==> src/rtl/tmr_result_unit_pkg.sv <==
// Shared definitions for the TMR result unit: Q6.10 lane format, default lane count
// and the IDLE/SCAN/HOLD state encoding.
package tmr_result_unit_pkg;

    localparam int INT_W      = 6;
    localparam int FRAC_W     = 10;
    localparam int LANE_W_DEF = INT_W + FRAC_W;
    localparam int N_DEF      = 8;

    typedef enum logic [1:0] {
        ST_IDLE = 2'd0,
        ST_SCAN = 2'd1,
        ST_HOLD = 2'd2
    } state_t;

endpackage

==> src/rtl/tmr_result_unit_lane_cmp.sv <==
// Signed greater-than compare of two Q6.10 lanes.
// With RESULT_CLAMP_EN defined, negative operands compare as zero.
module lane_cmp
    import tmr_result_unit_pkg::*;
#(
    parameter int W = LANE_W_DEF
) (
    input  logic [W-1:0] i_a,
    input  logic [W-1:0] i_b,
    output logic         o_gt
);

    logic signed [W-1:0] w_a;
    logic signed [W-1:0] w_b;

`ifdef RESULT_CLAMP_EN
    assign w_a = i_a[W-1] ? '0 : i_a;
    assign w_b = i_b[W-1] ? '0 : i_b;
`else
    assign w_a = i_a;
    assign w_b = i_b;
`endif

    assign o_gt = (w_a > w_b);

endmodule

==> src/rtl/tmr_result_unit.sv <==
// Sequential argmax over an N-lane result vector with a one-entry pending buffer.
// Define RESULT_CLAMP_EN to clamp negative lanes to zero at capture.
module tmr_result_unit
    import tmr_result_unit_pkg::*;
#(
    parameter int  N      = N_DEF,
    parameter int  LANE_W = LANE_W_DEF,
    localparam int IDX_W  = (N > 1) ? $clog2(N) : 1
) (
    input  logic                  clk,
    input  logic                  reset,
    input  logic [N*LANE_W-1:0]   Y,
    input  logic                  y_valid,
    input  logic                  res_ready,
    input  logic                  clr_ovr,
    output logic                  res_valid,
    output logic [IDX_W-1:0]      res_class,
    output logic [LANE_W-1:0]     res_value,
    output logic [N*LANE_W-1:0]   res_vec,
    output logic                  busy,
    output logic                  overrun
);

    state_t                r_state;
    state_t                w_state_next;
    logic [N*LANE_W-1:0]   r_work;
    logic [N*LANE_W-1:0]   r_pend;
    logic [N*LANE_W-1:0]   r_res_vec;
    logic [N*LANE_W-1:0]   w_cap_y;
    logic [N*LANE_W-1:0]   w_src;
    logic                  r_pend_full;
    logic                  r_overrun;
    logic [LANE_W-1:0]     r_best;
    logic [LANE_W-1:0]     r_res_value;
    logic [LANE_W-1:0]     w_lane;
    logic [LANE_W-1:0]     w_best_next;
    logic [IDX_W-1:0]      r_best_idx;
    logic [IDX_W-1:0]      r_cnt;
    logic [IDX_W-1:0]      r_res_class;
    logic [IDX_W-1:0]      w_idx_next;
    logic                  w_hs;
    logic                  w_gt;
    logic                  w_start;
    logic                  w_drop;
    logic                  w_last;
    logic                  w_pend_load;
    logic [LANE_W-1:0]     w_work_lane [N];

    for (genvar gi = 0; gi < N; gi++) begin : g_lane
        assign w_work_lane[gi] = r_work[gi*LANE_W +: LANE_W];
`ifdef RESULT_CLAMP_EN
        assign w_cap_y[gi*LANE_W +: LANE_W] =
            Y[gi*LANE_W + LANE_W - 1] ? '0 : Y[gi*LANE_W +: LANE_W];
`else
        assign w_cap_y[gi*LANE_W +: LANE_W] = Y[gi*LANE_W +: LANE_W];
`endif
    end

    assign w_lane = w_work_lane[r_cnt];

    lane_cmp #(.W(LANE_W)) u_cmp (
        .i_a  (w_lane),
        .i_b  (r_best),
        .o_gt (w_gt)
    );

    assign w_best_next = w_gt ? w_lane : r_best;
    assign w_idx_next  = w_gt ? r_cnt  : r_best_idx;
    assign w_last      = (r_cnt == IDX_W'(N - 1));
    assign w_hs        = (r_state == ST_HOLD) && res_ready;

    // A new scan starts from IDLE, or right after a handshake if anything is waiting.
    assign w_start = ((r_state == ST_IDLE) && y_valid) || (w_hs && (r_pend_full || y_valid));
    assign w_src   = (w_hs && r_pend_full) ? r_pend : w_cap_y;

    // During a handshake the pending slot frees up as its content moves to work.
    assign w_pend_load = y_valid && (r_state != ST_IDLE) && (w_hs ? r_pend_full : !r_pend_full);
    assign w_drop      = y_valid && r_pend_full && !w_hs;

    always_ff @(posedge clk or negedge reset) begin
        if (!reset) begin
            r_state <= ST_IDLE;
        end else begin
            r_state <= w_state_next;
        end
    end

    always_comb begin
        w_state_next = r_state;
        unique case (r_state)
            ST_IDLE: if (y_valid) w_state_next = ST_SCAN;
            ST_SCAN: if (w_last)  w_state_next = ST_HOLD;
            ST_HOLD: if (w_hs)    w_state_next = (r_pend_full || y_valid) ? ST_SCAN : ST_IDLE;
            default:              w_state_next = ST_IDLE;
        endcase
    end

    always_comb begin
        res_valid = (r_state == ST_HOLD);
        busy      = (r_state != ST_IDLE);
    end

    always_ff @(posedge clk or negedge reset) begin
        if (!reset) begin
            r_work      <= '0;
            r_pend      <= '0;
            r_pend_full <= 1'b0;
            r_best      <= '0;
            r_best_idx  <= '0;
            r_cnt       <= '0;
            r_res_class <= '0;
            r_res_value <= '0;
            r_res_vec   <= '0;
            r_overrun   <= 1'b0;
        end else begin
            if (w_start) begin
                r_work     <= w_src;
                r_best     <= w_src[LANE_W-1:0];
                r_best_idx <= '0;
                r_cnt      <= IDX_W'(1);
            end else if (r_state == ST_SCAN) begin
                r_best     <= w_best_next;
                r_best_idx <= w_idx_next;
                r_cnt      <= w_last ? '0 : r_cnt + 1'b1;
                if (w_last) begin
                    r_res_class <= w_idx_next;
                    r_res_value <= w_best_next;
                    r_res_vec   <= r_work;
                end
            end

            if (w_pend_load) begin
                r_pend      <= w_cap_y;
                r_pend_full <= 1'b1;
            end else if (w_hs && r_pend_full) begin
                r_pend_full <= 1'b0;
            end

            if (w_drop) begin
                r_overrun <= 1'b1;
            end else if (clr_ovr) begin
                r_overrun <= 1'b0;
            end
        end
    end

    assign res_class = r_res_class;
    assign res_value = r_res_value;
    assign res_vec   = r_res_vec;
    assign overrun   = r_overrun;

endmodule

==> config.mk <==
export PLATFORM = sky130hd
export DESIGN_NAME = tmr_result_unit
export DESIGN_NICKNAME = d
export VERILOG_FILES = /design/src/rtl/tmr_result_unit_pkg.sv /design/src/rtl/tmr_result_unit_lane_cmp.sv /design/src/rtl/tmr_result_unit.sv
export SDC_FILE = /design/constraint.sdc
export NUM_CORES = 1
export LEC_CHECK = 0
export ABC_AREA = 0
export CORE_MARGIN = 1.5
export CORE_UTILIZATION = 50
export CTS_BUF_LIST = sky130_fd_sc_hd__clkbuf_16
export CTS_CLUSTER_SIZE = 40
export DETAILED_ROUTE_END_ITERATION = 6
export PLACE_DENSITY = 0.75
export SYNTH_ARGS = -nofsm -noshare
export SYNTH_HDL_FRONTEND = slang
export SYNTH_SLANG_ARGS = --single-unit
==> constraint.sdc <==
create_clock -name clk -period 4.8 [get_ports clk]
set_clock_uncertainty 0.2 [all_clocks]
set_input_delay 1.44 -clock clk [delete_from_list [all_inputs] [get_ports clk]]
set_output_delay 1.44 -clock clk [all_outputs]
set_load 0.01 [all_outputs]
==> results by group <==
Outcome
  • Status: finished, final reports clean

Place
  • Placed Cells: 2382
  • Post-DP HPWL: 38300 um
  • GP Congestion: 0.911
  • Port bufs: 282
  • Post-place setup slack: 0.208 ns
  • Placed Area: 22300 um^2

Critical path
  • Crit end category: flip-flop
  • Critical-path top delay cell: dfrtp_2
  • FF-to-FF setup slack: 0.26 ns
  • WP data arrival: 4.74 ns
  • CP required: 5.00 ns
  • Cell mode on critical path: buf_4
  • R2R Path End: r_best[10]
  • Cell Chain, Critical Path: buf_4 > mux4_2 > mux2_2 > ha_1 > nand4_2 > nor2_1 > a2111o_1 > or4_1 > a21boi_4 > buf_4 > o311ai_2
  • CP bufs+invs: 2
  • Crit start category: flip-flop
  • Reg-to-reg critical path startpoint: r_cnt[0]
  • Delay-heaviest family, CP: compound AO/OA/AOI/OAI gates
  • Max incr delay on CP: 0.66 ns
  • CP max FO: 16
  • R2R depth: 11
  • Crit Path Class: reg -> reg

Timing
  • Rel. slew slack: 29.9%
  • Fin crit period: 4.54 ns
  • Pins Over Slew Limit: 0
  • Final period utilization: 94.6%
  • Fin. Hold Viols: 0
  • Setup TNS: 0 ns
  • Final setup vio count: 0
  • Setup ws final: 0.260 ns
  • Fmax: 220 MHz
  • Worst Tran Pin Value: 1.05 ns
  • RSZ-0062 raised after global routing: no
  • Hold_ws: 0.275 ns

Yosys
  • Top post-synthesis cells by area: dfrtp_1 (57%), mux2_2 (9.4%), nand2_1 (7.4%)
  • Synth unique cells: 44
  • Flops & latches, synth: 429
  • Sequential area share after synthesis: 56.8%
  • YS warnings: 0
  • Cells after synthesis: 1668
  • Average size of a mapped cell: 11.3 um^2
  • Yosys top cell area share: 56.8%
  • Syn nets: 1820
  • Synth area leader: dfrtp_1
  • Post-Syn Area: 18900 um^2

Hold path
  • WHS Endpoint: res_vec[103]
  • HP Class: reg -> reg
  • Hold path start: res_vec[103]
  • Hold path depth: 2

Detailed routing
  • ANT nets after route: 0
  • Drt total wl: 53700 um
  • Vias: 13800
  • Wirelength per Cell: 21.8 um
  • DR iter-0 viols: 993
  • First-pass iteration count of the detailed router: 5
  • DRC viols: 0
  • DR vias/cell: 5.60

Clock tree
  • H-tree depth: 2
  • Worst-skew pair later-pin latency: 0.55 ns
  • CTS Buf Count: 45
  • Post_cts resized: 0
  • Max Root-Sink Buffers: 3
  • Hold buffers post-CTS: 0
  • Clk sink count: 429
  • CTS tree: yes
  • Clock transition at path regs: 0.06 ns
  • Clk root buf: clkbuf_16
  • # Post-CTS Setup Buffers: 0

Floorplan
  • Die Wd: 197 um
  • I/O pin cnt: 283
  • DIE AREA: 39000 um^2
  • Die Y: 197 um
  • Initial core utilization: 50.5%
  • Row cnt: 71
  • Core Area: 37400 um^2

Cells and area
  • Area grow syn2layout: 25.5%
  • Fillers: 2945
  • Share of cells above drive strength 1: 15.6%
  • Fin area: 23700 um^2
  • Nets@finish: 2070
  • Fin cells: 2463
  • Inserted Diodes: 0

Power and ir drop
  • Pwr/cell area: 779 nW/um^2
  • Lkg Pwr: 10.2 nW
  • Maximum vdd drop: 578 uV

GRT
  • Grt total ovfl: 0
  • First-pass GRT wire length: 82700 um
  • Total Routing Usage GR: 28.0%
  • Largest net degree at the start of global routing: 138
  • Vias in the first global route: 13900
  • Antenna violations before repair: 2

Flow run
  • Total of max-cap violations: 0
routing by layer:
metal	vias up	global-route usage [%]	part of all wire, %
met5	-	0	0.019
met4	2	9.56	3.5
met3	106	5.65	6.6
met2	447	42.9	46
met1	6944	40.1	43
li1	6285	-	-
metrics by stage:
step | util [%] | power [W]
final | 63.4 | 0.0185
after detailed placement | 59.7 | 0.0152
after global routing | 63.4 | 0.0196
after floorplan | - | 0.0116
after global placement | 59.7 | 0.0149
after CTS | 63.4 | 0.0185
flip-flops by register name (all words and copies together) (netlist names):
signal	flops
res_class	3
res_value	16
r_best_idx	3
r_pend_full	1
res_vec	128
r_state	2
r_pend	128
overrun	1
r_cnt	3
r_best	16
r_work	128
kinds of logic (layout without fill, tap and decap cells):
logic type / count (synthesis) / in the layout / share of synthesized area (%)
flip-flops: 429 / 429 / 56.8
AO/OA/AOI/OAI: 295 / 295 / 9.48
AND/OR/NAND/NOR: 478 / 478 / 10.1
buffers and inverters: 140 / 424 / 2.95
adder cells (fa/ha/maj): 19 / 19 / 1.26
multiplexers: 307 / 307 / 19.4
final cells by class:
type,count,area [um^2],share of cell area [%]
sequential,429,10700,45.3
inverter,25,93.8,0.396
timing repair buffer,318,3240,13.6
clock inverter,34,176,0.744
clock buffer,47,1180,4.96
multi-input combinational,1099,7650,32.3
tap,511,639,2.70
worst max-delay path by stage:
stage	depth (start not counted)	end	slack, ns	startpoint
after global placement	11	r_best[11]	0.27	r_cnt[0]
final	11	r_best[10]	0.26	r_cnt[0]
after global routing	11	r_best[14]	0.04	r_cnt[0]
after CTS	11	r_best[10]	0.19	r_cnt[0]
after floorplan	13	r_best_idx[2]	0.38	r_cnt[0]
after detailed placement	11	r_best[10]	0.21	r_cnt[0]
synth_stat cells, drive strengths merged:
| library cell | instances |
|---|---|
| o21ai | 116 |
| a211oi | 17 |
| or3 | 1 |
| a2111o | 1 |
| o31a | 1 |
| o21bai | 1 |
| o2111ai | 1 |
| nand2 | 373 |
| or4 | 1 |
| a21oi | 94 |
| nor2 | 74 |
| buf | 23 |
| o311ai | 16 |
| a21o | 5 |
| nor2b | 3 |
| inv | 25 |
| mux4 | 32 |
| a21boi | 2 |
| nand2b | 15 |
| o31ai | 17 |
| mux2 | 158 |
| nor3 | 2 |
| o22ai | 1 |
| ha | 19 |
| o211ai | 18 |
| mux2i | 117 |
| dfrtp | 429 |
| a211o | 4 |
| a41o | 1 |
| nor4 | 3 |
| nor3b | 1 |
| and2 | 3 |
| nand4 | 2 |
| clkbuf | 92 |
worst min-delay path: stages, from the launching register on:
cell,delay [ns]
dfrtp_1,0.34
nand2_1,0.04
o21ai_0,0.06
layout by cell type (no fill, tap or decap), drive strengths merged, types with 2 or more instances in the layout:
cell type      count
dfrtp            429
a21oi             94
and2               3
mux2             158
a21o               5
nor2b              3
nand4              2
mux2i            117
buf               37
nand2b            15
clkdlybuf4s50    281
nand2            373
clkbuf            47
a21boi             2
nor3               2
o211ai            18
a211o              4
nor4               3
ha                19
inv               42
a211oi            17
o311ai            16
o21ai            116
mux4              32
clkinv            15
o31ai             17
nor2              74
report_power, final:
part / switching (W) / internal, W / total [W]
clock: 0.00141 / 0.00182 / 0.00322
combinational: 0.00428 / 0.00398 / 0.00826
sequential: 0.00153 / 0.00545 / 0.00698
total: 0.00721 / 0.0112 / 0.0185
Power figures use the tool's default switching activity.
==> RTL change (config.mk and constraints unchanged) <==
Re-encode `state_t` (3 states) as one-hot, 3 bits wide.
--- a/src/rtl/tmr_result_unit_pkg.sv
+++ b/src/rtl/tmr_result_unit_pkg.sv
@@ -7,10 +7,10 @@
     localparam int LANE_W_DEF = INT_W + FRAC_W;
     localparam int N_DEF      = 8;
 
-    typedef enum logic [1:0] {
-        ST_IDLE = 2'd0,
-        ST_SCAN = 2'd1,
-        ST_HOLD = 2'd2
+    typedef enum logic [2:0] {
+        ST_IDLE = 3'b001,
+        ST_SCAN = 3'b010,
+        ST_HOLD = 3'b100
     } state_t;
 
 endpackage
Formal check against the unedited RTL: same outputs for any inputs over 4 cycles, from zero or initial values and one cycle with reset low; so few cycles prove little.
==> RTL change against the original RTL <==
Global-route usage is 0.12 points lower. Power is 14% lower. Synthesized area up 0.49%. Sequential cell count up 1. Wire length about the same. Design area up 0.80%. Setup slack improved by 0.39 ns. Fmax grew 9.4%. Highest routed layer unchanged.
==> RTL change: results (changes against the original RTL) <==
Outcome
  • Status: finished, final reports clean (unchanged)

Power
  • Power Total: 15830 µW (was 18460 µW)
  • Maximum vdd drop: 0.0005560 V (was 0.0005780 V)
  • P_leak: 0.01078 µW (was 0.01020 µW)
  • Combinational power share: 36.9% (was 44.7%)
  • Sequential Power: 6460 µW (was 6980 µW)

Place
  • Placement Cell Area: 0.02241 mm² (was 0.02234 mm²)
  • Placed insts: 2466 (was 2382)
  • Worst slack, placed: 0.6999 ns (was 0.2083 ns)
  • Gpl congestion: 0.8981 (was 0.9113)

CTS
  • H-tree depth: 2 (unchanged)
  • CTS root buf: clkbuf_16 (unchanged)
  • Clock Latency Late Sink: 0.56 ns

Synth
  • Register area share after synthesis: 56.69% (was 56.83%)
  • Compound-Gate Fraction of Synth Area: 6.954% (was 9.478%)
  • Synth unique cells: 49 (was 44)
  • Syn Inst Count: 1750 (was 1668)
  • Mux cell area share after synthesis: 18.45% (was 19.43%)
  • Adder-Cell Fraction of Synth Area: 1.252% (was 1.258%)
  • Top cells by count, synth: nand2_1 (616), dfrtp_1 (429), mux2_2 (143), o21ai_0 (121), mux2i_1 (117) (was dfrtp_1 (429), nand2_1 (373), mux2_2 (158), mux2i_1 (117), o21ai_0 (116))
  • Leading post-synthesis cells by cell area: dfrtp_1 (57%), nand2_1 (12%), mux2_2 (8.5%) (was dfrtp_1 (57%), mux2_2 (9.4%), nand2_1 (7.4%))
  • Syn Nets: 1902 (was 1820)

Worst setup path
  • CP Max Fanout: 12 (was 16)
  • CP max stage delay: 0.57 ns (was 0.66 ns)
  • CP arrival: 4.43 ns (was 4.74 ns)
  • Register-to-Register Path Depth: 12 (was 11)

Routing
  • Vias/cell: 5.508 (was 5.596)
  • First-pass iteration count of the detailed router: 7 (was 5)
  • DRT Wirelength: 53670 µm (was 53680 µm)
  • WL/cell: 21.04 µm (was 21.79 µm)
  • Starting DRT DRC Count: 1016 (was 993)

Global route
  • Largest net degree at the start of global routing: 113 (was 138)
  • First-pass GRT wire length: 83080 µm (was 82660 µm)
  • All-Layer GR Usage: 27.92% (was 28.05%)
  • Initial antenna violation count: 5 (was 2)

Layout
  • Net count, final: 2154 (was 2070)
  • Layout cells sized above 1: 14.49% (was 15.57%)

STA
  • Slew @ Worst Pin: 0.8315 ns (was 1.051 ns)
[RTL change: metal layers]
metal  share of wire [%]  wire length [µm]  up-vias  global-route usage, %
li1                    -                 -     6428                      -
met1                  43             23180     7066                  38.78
met2                  47             25100      442                  43.32
met3                 6.0              3198      114                  5.178
met4                 4.1              2180        2                  11.70
met5               0.022                12        -                      0
[RTL change: cell type report]
cell class,count,area [µm²]
Fill cell,2981,13590
Sequential cell,430,10760
Multi-Input combinational cell,1183,7674
Timing Repair Buffer,319,3243
Clock buffer,47,1176
Tap cell,511,639.4
Clock inverter,34,304.0
Inverter,23,86.33
Antenna cell,4,10.01
[RTL change: logic make-up after synthesis]
group                    after synthesis
AND/OR/NAND/NOR                      663
flip-flops                           430
multiplexers                         292
AO/OA/AOI/OAI                        209
adder cells (fa/ha/maj)               19
buffers and inverters                137
[RTL change: worst reg2reg max path: stages, from the launching register on]
cell and delay [ns]:
dfrtp_2 0.57, buf_4 0.32, mux4_2 0.56, nand2_1 0.08
nand2_1 0.16, ha_1 0.33, nand2_1 0.07, or4_4 0.49
a21o_4 0.22, a31o_4 0.23, a21oi_4 0.41, buf_4 0.23
mux2i_1 0.19
[RTL change: worst paths after layout]
check                                             start  slack [ns]                   endpoint
worst min register to register  res_vec[60]$_DFFE_PN0P_        0.27    res_vec[60]$_DFFE_PN0P_
worst min-delay path            res_vec[60]$_DFFE_PN0P_        0.27    res_vec[60]$_DFFE_PN0P_
min in group asynchronous                         reset        0.57    r_pend[106]$_DFFE_PN0P_
worst max register to register     r_cnt[0]$_DFFE_PN0P_        0.65  r_best_idx[0]$_DFFE_PN0P_
worst max-delay path               r_cnt[0]$_DFFE_PN0P_        0.65  r_best_idx[0]$_DFFE_PN0P_
max in group asynchronous                         reset        2.74     r_pend[85]$_DFFE_PN0P_
